[src/rtl/ifetch_queue.sv]
// Instruction fetch queue: credit-based request issue, in-order response capture,
// redirect flush with stale-response accounting and a sticky protocol error flag.
module ifetch_queue #(
    parameter int          DEPTH    = 4,
    parameter logic [31:0] RESET_PC = 32'h0000_0000
) (
    input  logic        clock,
    input  logic        reset,
    output logic        imem_req,
    output logic [31:0] imem_addr,
    input  logic        imem_ready,
    input  logic        imem_rvalid,
    input  logic [31:0] imem_rdata,
    input  logic        redirect,
    input  logic [31:0] redirect_pc,
    output logic        i_valid,
    output logic [31:0] i_datain,
    output logic [31:0] i_pc,
    input  logic        i_ready,
    output logic        err
);
    localparam int AW = $clog2(DEPTH);
    localparam int CW = AW + 1;
    localparam logic [CW:0] DEPTH_C = (CW + 1)'(DEPTH);

    typedef enum logic [1:0] {IDLE, FETCH, FLUSH} state_t;

    state_t        state;
    logic [31:0]   fetch_pc;
    logic [31:0]   resp_pc;
    logic [CW-1:0] occupancy;
    logic [CW-1:0] outstanding;
    logic [CW-1:0] stale;
    logic [AW-1:0] head;
    logic [AW-1:0] tail;
    logic [31:0]   q_data [DEPTH];
    logic [31:0]   q_pc   [DEPTH];

    logic          issue;
    logic          pop;
    logic          live_rsp;
    logic          err_set;
    logic          not_empty;
    logic [CW-1:0] stale_nxt;
    logic [CW:0]   credit_used;
    logic [31:0]   redirect_aligned;

    assign redirect_aligned = redirect_pc & 32'hFFFF_FFFC;
    assign credit_used      = {1'b0, occupancy} + {1'b0, outstanding};
    assign not_empty        = (occupancy != '0);

    // Credits cover both queued entries and responses still in flight, so a
    // response always finds a free slot.
    assign imem_req  = (state == FETCH) && !redirect && (credit_used < DEPTH_C);
    assign imem_addr = fetch_pc;
    assign issue     = imem_req && imem_ready;

    assign i_valid  = not_empty && !redirect;
    assign i_datain = not_empty ? q_data[head] : '0;
    assign i_pc     = not_empty ? q_pc[head]   : '0;
    assign pop      = i_valid && i_ready;

    // Classify the incoming response: stale requests are always older than live
    // ones, so stale responses are consumed first.
    always_comb begin
        // NOTE: every output of this block gets a default first, so no path can infer a latch.
        live_rsp  = 1'b0;
        err_set   = 1'b0;
        stale_nxt = stale;
        if (redirect) begin
            stale_nxt = stale + outstanding;
            if (imem_rvalid) begin
                if (stale_nxt == '0) err_set = 1'b1;
                else                 stale_nxt = stale_nxt - CW'(1);
            end
        end else if (imem_rvalid) begin
            if (stale != '0)            stale_nxt = stale - CW'(1);
            else if (outstanding != '0) live_rsp  = 1'b1;
            else                        err_set   = 1'b1;
        end
    end

    always_ff @(posedge clock or posedge reset) begin
        if (reset) begin
            state       <= IDLE;
            fetch_pc    <= RESET_PC;
            resp_pc     <= RESET_PC;
            occupancy   <= '0;
            outstanding <= '0;
            stale       <= '0;
            head        <= '0;
            tail        <= '0;
            err         <= 1'b0;
        end else begin
            // NOTE: sequential state uses non-blocking assignments so every register samples pre-edge values.
            err   <= err | err_set;
            stale <= stale_nxt;
            state <= (stale_nxt != '0) ? FLUSH : FETCH;
            if (redirect) begin
                fetch_pc    <= redirect_aligned;
                resp_pc     <= redirect_aligned;
                occupancy   <= '0;
                outstanding <= '0;
                head        <= '0;
                tail        <= '0;
            end else begin
                if (issue) fetch_pc <= fetch_pc + 32'd4;
                if (live_rsp) begin
                    resp_pc <= resp_pc + 32'd4;
                    tail    <= tail + AW'(1);
                end
                if (pop) head <= head + AW'(1);
                occupancy   <= occupancy + CW'(live_rsp) - CW'(pop);
                outstanding <= outstanding + CW'(issue) - CW'(live_rsp);
            end
        end
    end

    // NOTE: queue storage is not reset; occupancy alone decides which entries are meaningful.
    always_ff @(posedge clock) begin
        if (live_rsp) begin
            q_data[tail] <= imem_rdata;
            q_pc[tail]   <= resp_pc;
        end
    end

endmodule

[config.mk]
export PLATFORM = sky130hd
export DESIGN_NAME = ifetch_queue
export DESIGN_NICKNAME = d
export VERILOG_FILES = /design/src/rtl/ifetch_queue.sv
export SDC_FILE = /design/constraint.sdc
export NUM_CORES = 1
export LEC_CHECK = 0
export CORE_ASPECT_RATIO = 2
export CORE_MARGIN = 4
export CORE_UTILIZATION = 27
export DETAILED_ROUTE_END_ITERATION = 10
export PLACE_DENSITY = 0.55
export SYNTH_ARGS = -nofsm -noshare
export SYNTH_HDL_FRONTEND = slang
export SYNTH_SLANG_ARGS = --single-unit
[constraint.sdc]
create_clock -name clock -period 4.25 [get_ports clock]
set_input_delay 0.425 -clock clock [delete_from_list [all_inputs] [get_ports clock]]
set_output_delay 0.425 -clock clock [all_outputs]
set_load 0.02 [all_outputs]
==> flow_metrics.tcl <==
set metrics [dict create \
    dpl.hpwl_um 24200 \
    synth_top_family_by_area "multiplexers" \
    cp_data_arrival_time_ns 3.02 \
    final_cell_area_mm2 0.0174 \
    via_per_inst 4.73 \
    p_per_area_mw_per_mm2 452 \
    htreeDepth 1 \
    slew-limit-headroom_pct 40.2 \
    wl_per_cell_um 20.7 \
    yosysTopAreaCellShare_pct 53.6 \
    rsz0062_at_grt "false" \
    vias 8130 \
    cts_buffers 31 \
    grt_pass1_wl_um 54200 \
    start_util_pct 27.3 \
    ys_types 56 \
    root_buffer "clkbuf_16" \
    status "completed" \
    drc 0 \
    drv_cap 0 \
    nNetsFinal 1132 \
    muxShareOfSynthArea_pct 11.1 \
    synth_area_leaders "edfxtp_1, dfrtp_1, mux4_2" \
    synth_xor_area_share_pct 3.15 \
    num_antenna_cells 0 \
    synth-simple-area-share_pct 10.7 \
    synth_edf_count 248 \
    setup_violations 0 \
    grt-ovfl-total 0 \
    period_share_pct 81.0 \
    die_area_mm2 0.0554 \
    fin_tns_setup_ns 0 \
    wl_met2_um 19700 \
    wl_met3_um 1660 \
    hold_class "input port to async pin" \
    first_pass_iters 5 \
    ios 169 \
    yosysTopAreaCell "edfxtp_1" \
    fmax_mhz 291 \
    cts.clk_slew.worst_paths_ns 0.07 \
    hold_viol 0 \
    power_uw 7880 \
    rows 117 \
    syn-cell-area_mm2 0.0139 \
    antenna_found_initial 2 \
    dpl_worst_slack_ns 0.677 \
    placed_cell_area_mm2 0.0163 \
    cts.path.max_buffers 3 \
    synth_compound_area_share_pct 3.75 \
    fin_skew_ns 0.0140 \
    io_buffers 162 \
    synth-seq-area-share_pct 67.3 \
    tightest_slew_ns 0.885 \
    fin_crit_ns 3.44 \
    p_leak_uw 0.00579 \
    syn2layout_area_growth_pct 25.5 \
    clk_latency_ns 0.57 \
    synth_fa_ha_area_share_pct 2.05 \
    ys_top_cells_by_count "edfxtp_1, dfrtp_1, and2_1, mux4_2, nand2_1" \
    endpoint_kind "output port" \
    fin_ws_ns 0.808 \
    die_w_um 168 \
    synthCells 870 \
    wl_met1_um 13000 \
    dr.first_iter.drc_count 481 \
    crit_type "flip-flop to output port" \
    yosysWarnings 0 \
    grt_use_total_pct 12.7 \
    grt_pass1_vias 8812 \
    hold_buffers 0 \
    post-cts-setup-buffers 0 \
    synthArstFlopShare_pct 23.5 \
    synth_ff_type "edfxtp_1" \
    ys_ff_latch 324 \
    dp.cells 1662 \
    postRouteAntennaNets 0 \
    required_ns 3.83 \
    avgSynthCellArea_um2 16.0 \
    cts_tree "done" \
    postCtsResizedCells 0 \
    crit_path_start_kind "flip-flop" \
    finish.cell_count_without_fillers 1720 \
    yosysMostFrequentCell "edfxtp_1" \
    wl_um 35600 \
    drive_gt1_share_pct 15.3 \
    coreArea_mm2 0.0509 \
    die_h_um 329 \
    grt_start_max_net_pins 49 \
    clock-sinks 324 \
    cp_max_fo 19 \
    place.gp.congestion 0.822 \
    irDropWorstVdd_mv 0.311 \
    slew_viol_final 0 \
    dr.max_layer_used "met5" \
]
state kept, by name, indices dropped and copies added, names as in the netlist:
name,count
q_data,128
q_pc,120
imem_addr,30
resp_pc,30
occupancy,3
outstanding,3
stale,3
head,2
state,2
tail,2
err,1
area by class of cell:
type / instances / area [µm²]
clock inverters: 23 / 302
clock buffers: 35 / 791
multi-input cells: 487 / 4300
inverters: 18 / 67.6
fillers: 4996 / 33500
flip-flops and latches: 324 / 9360
repair buffers: 179 / 1810
well taps: 654 / 818
logic make-up after synthesis:
logic type | Yosys count
mux | 75
flops | 324
simple gates | 258
other cells | 1
buf+inv | 62
compound gates | 79
fa+ha+maj | 21
xor+xnor | 50
path summary, 6_finish.rpt:
check	start	end	slack, ns	cells after the start
max in group asynchronous	reset	stale[0]	3.06	3
worst min-delay path	reset	resp_pc[27]	0.30	2
worst max register to register	stale[1]	occupancy[2]	1.17	12
worst max-delay path	head[0]	i_pc[9]	0.81	4
min in group clock	redirect	outstanding[1]	0.41	3
worst min register to register	err	err	0.46	1
critical path: stages, from the launching register on:
cell and delay (ns):
dfrtp_4 0.69, buf_4 0.41, mux4_2 0.60, and2_1 0.18, clkdlybuf4s50_1 0.55
cell usage in the layout (no fill, tap or decap), drive strengths merged, types with 8 or more instances in the layout:
cell,instances
clkdlybuf4s50,161
mux4,62
ha,18
a21boi,15
nand3,20
o21ai,26
inv,23
and3,17
mux2,10
o311ai,9
buf,18
nor2,26
xnor2,19
and2,75
a21oi,8
clkinv,9
clkbuf,35
edfxtp,248
nand2,39
dfrtp,76
xor2,31
nand2b,11
nor3,9
nand4,34
routing by layer:
| layer | vias up | global-route usage [%] |
|---|---|---|
| met3 | 65 | 2.15 |
| li1 | 3666 | - |
| met4 | 4 | 4.40 |
| met2 | 204 | 24.6 |
| met1 | 4191 | 13.8 |
| met5 | - | 0 |
power by group:
part           total (µW)  switching (µW)  internal, µW
combinational        1260             656           607
sequential           3660             148          3510
clock                2960            1240          1720
total                7880            2040          5840
per-stage QoR:
step | hold WS (ns) | utilization (%)
final | 0.301 | 34.2
after global routing | 0.369 | 34.2
after CTS | 0.313 | 34.2
after detailed placement | 0.447 | 32.1
after global placement | 0.453 | 32.1
after floorplan | 0.484 | -
Power figures use the tool's default switching activity.
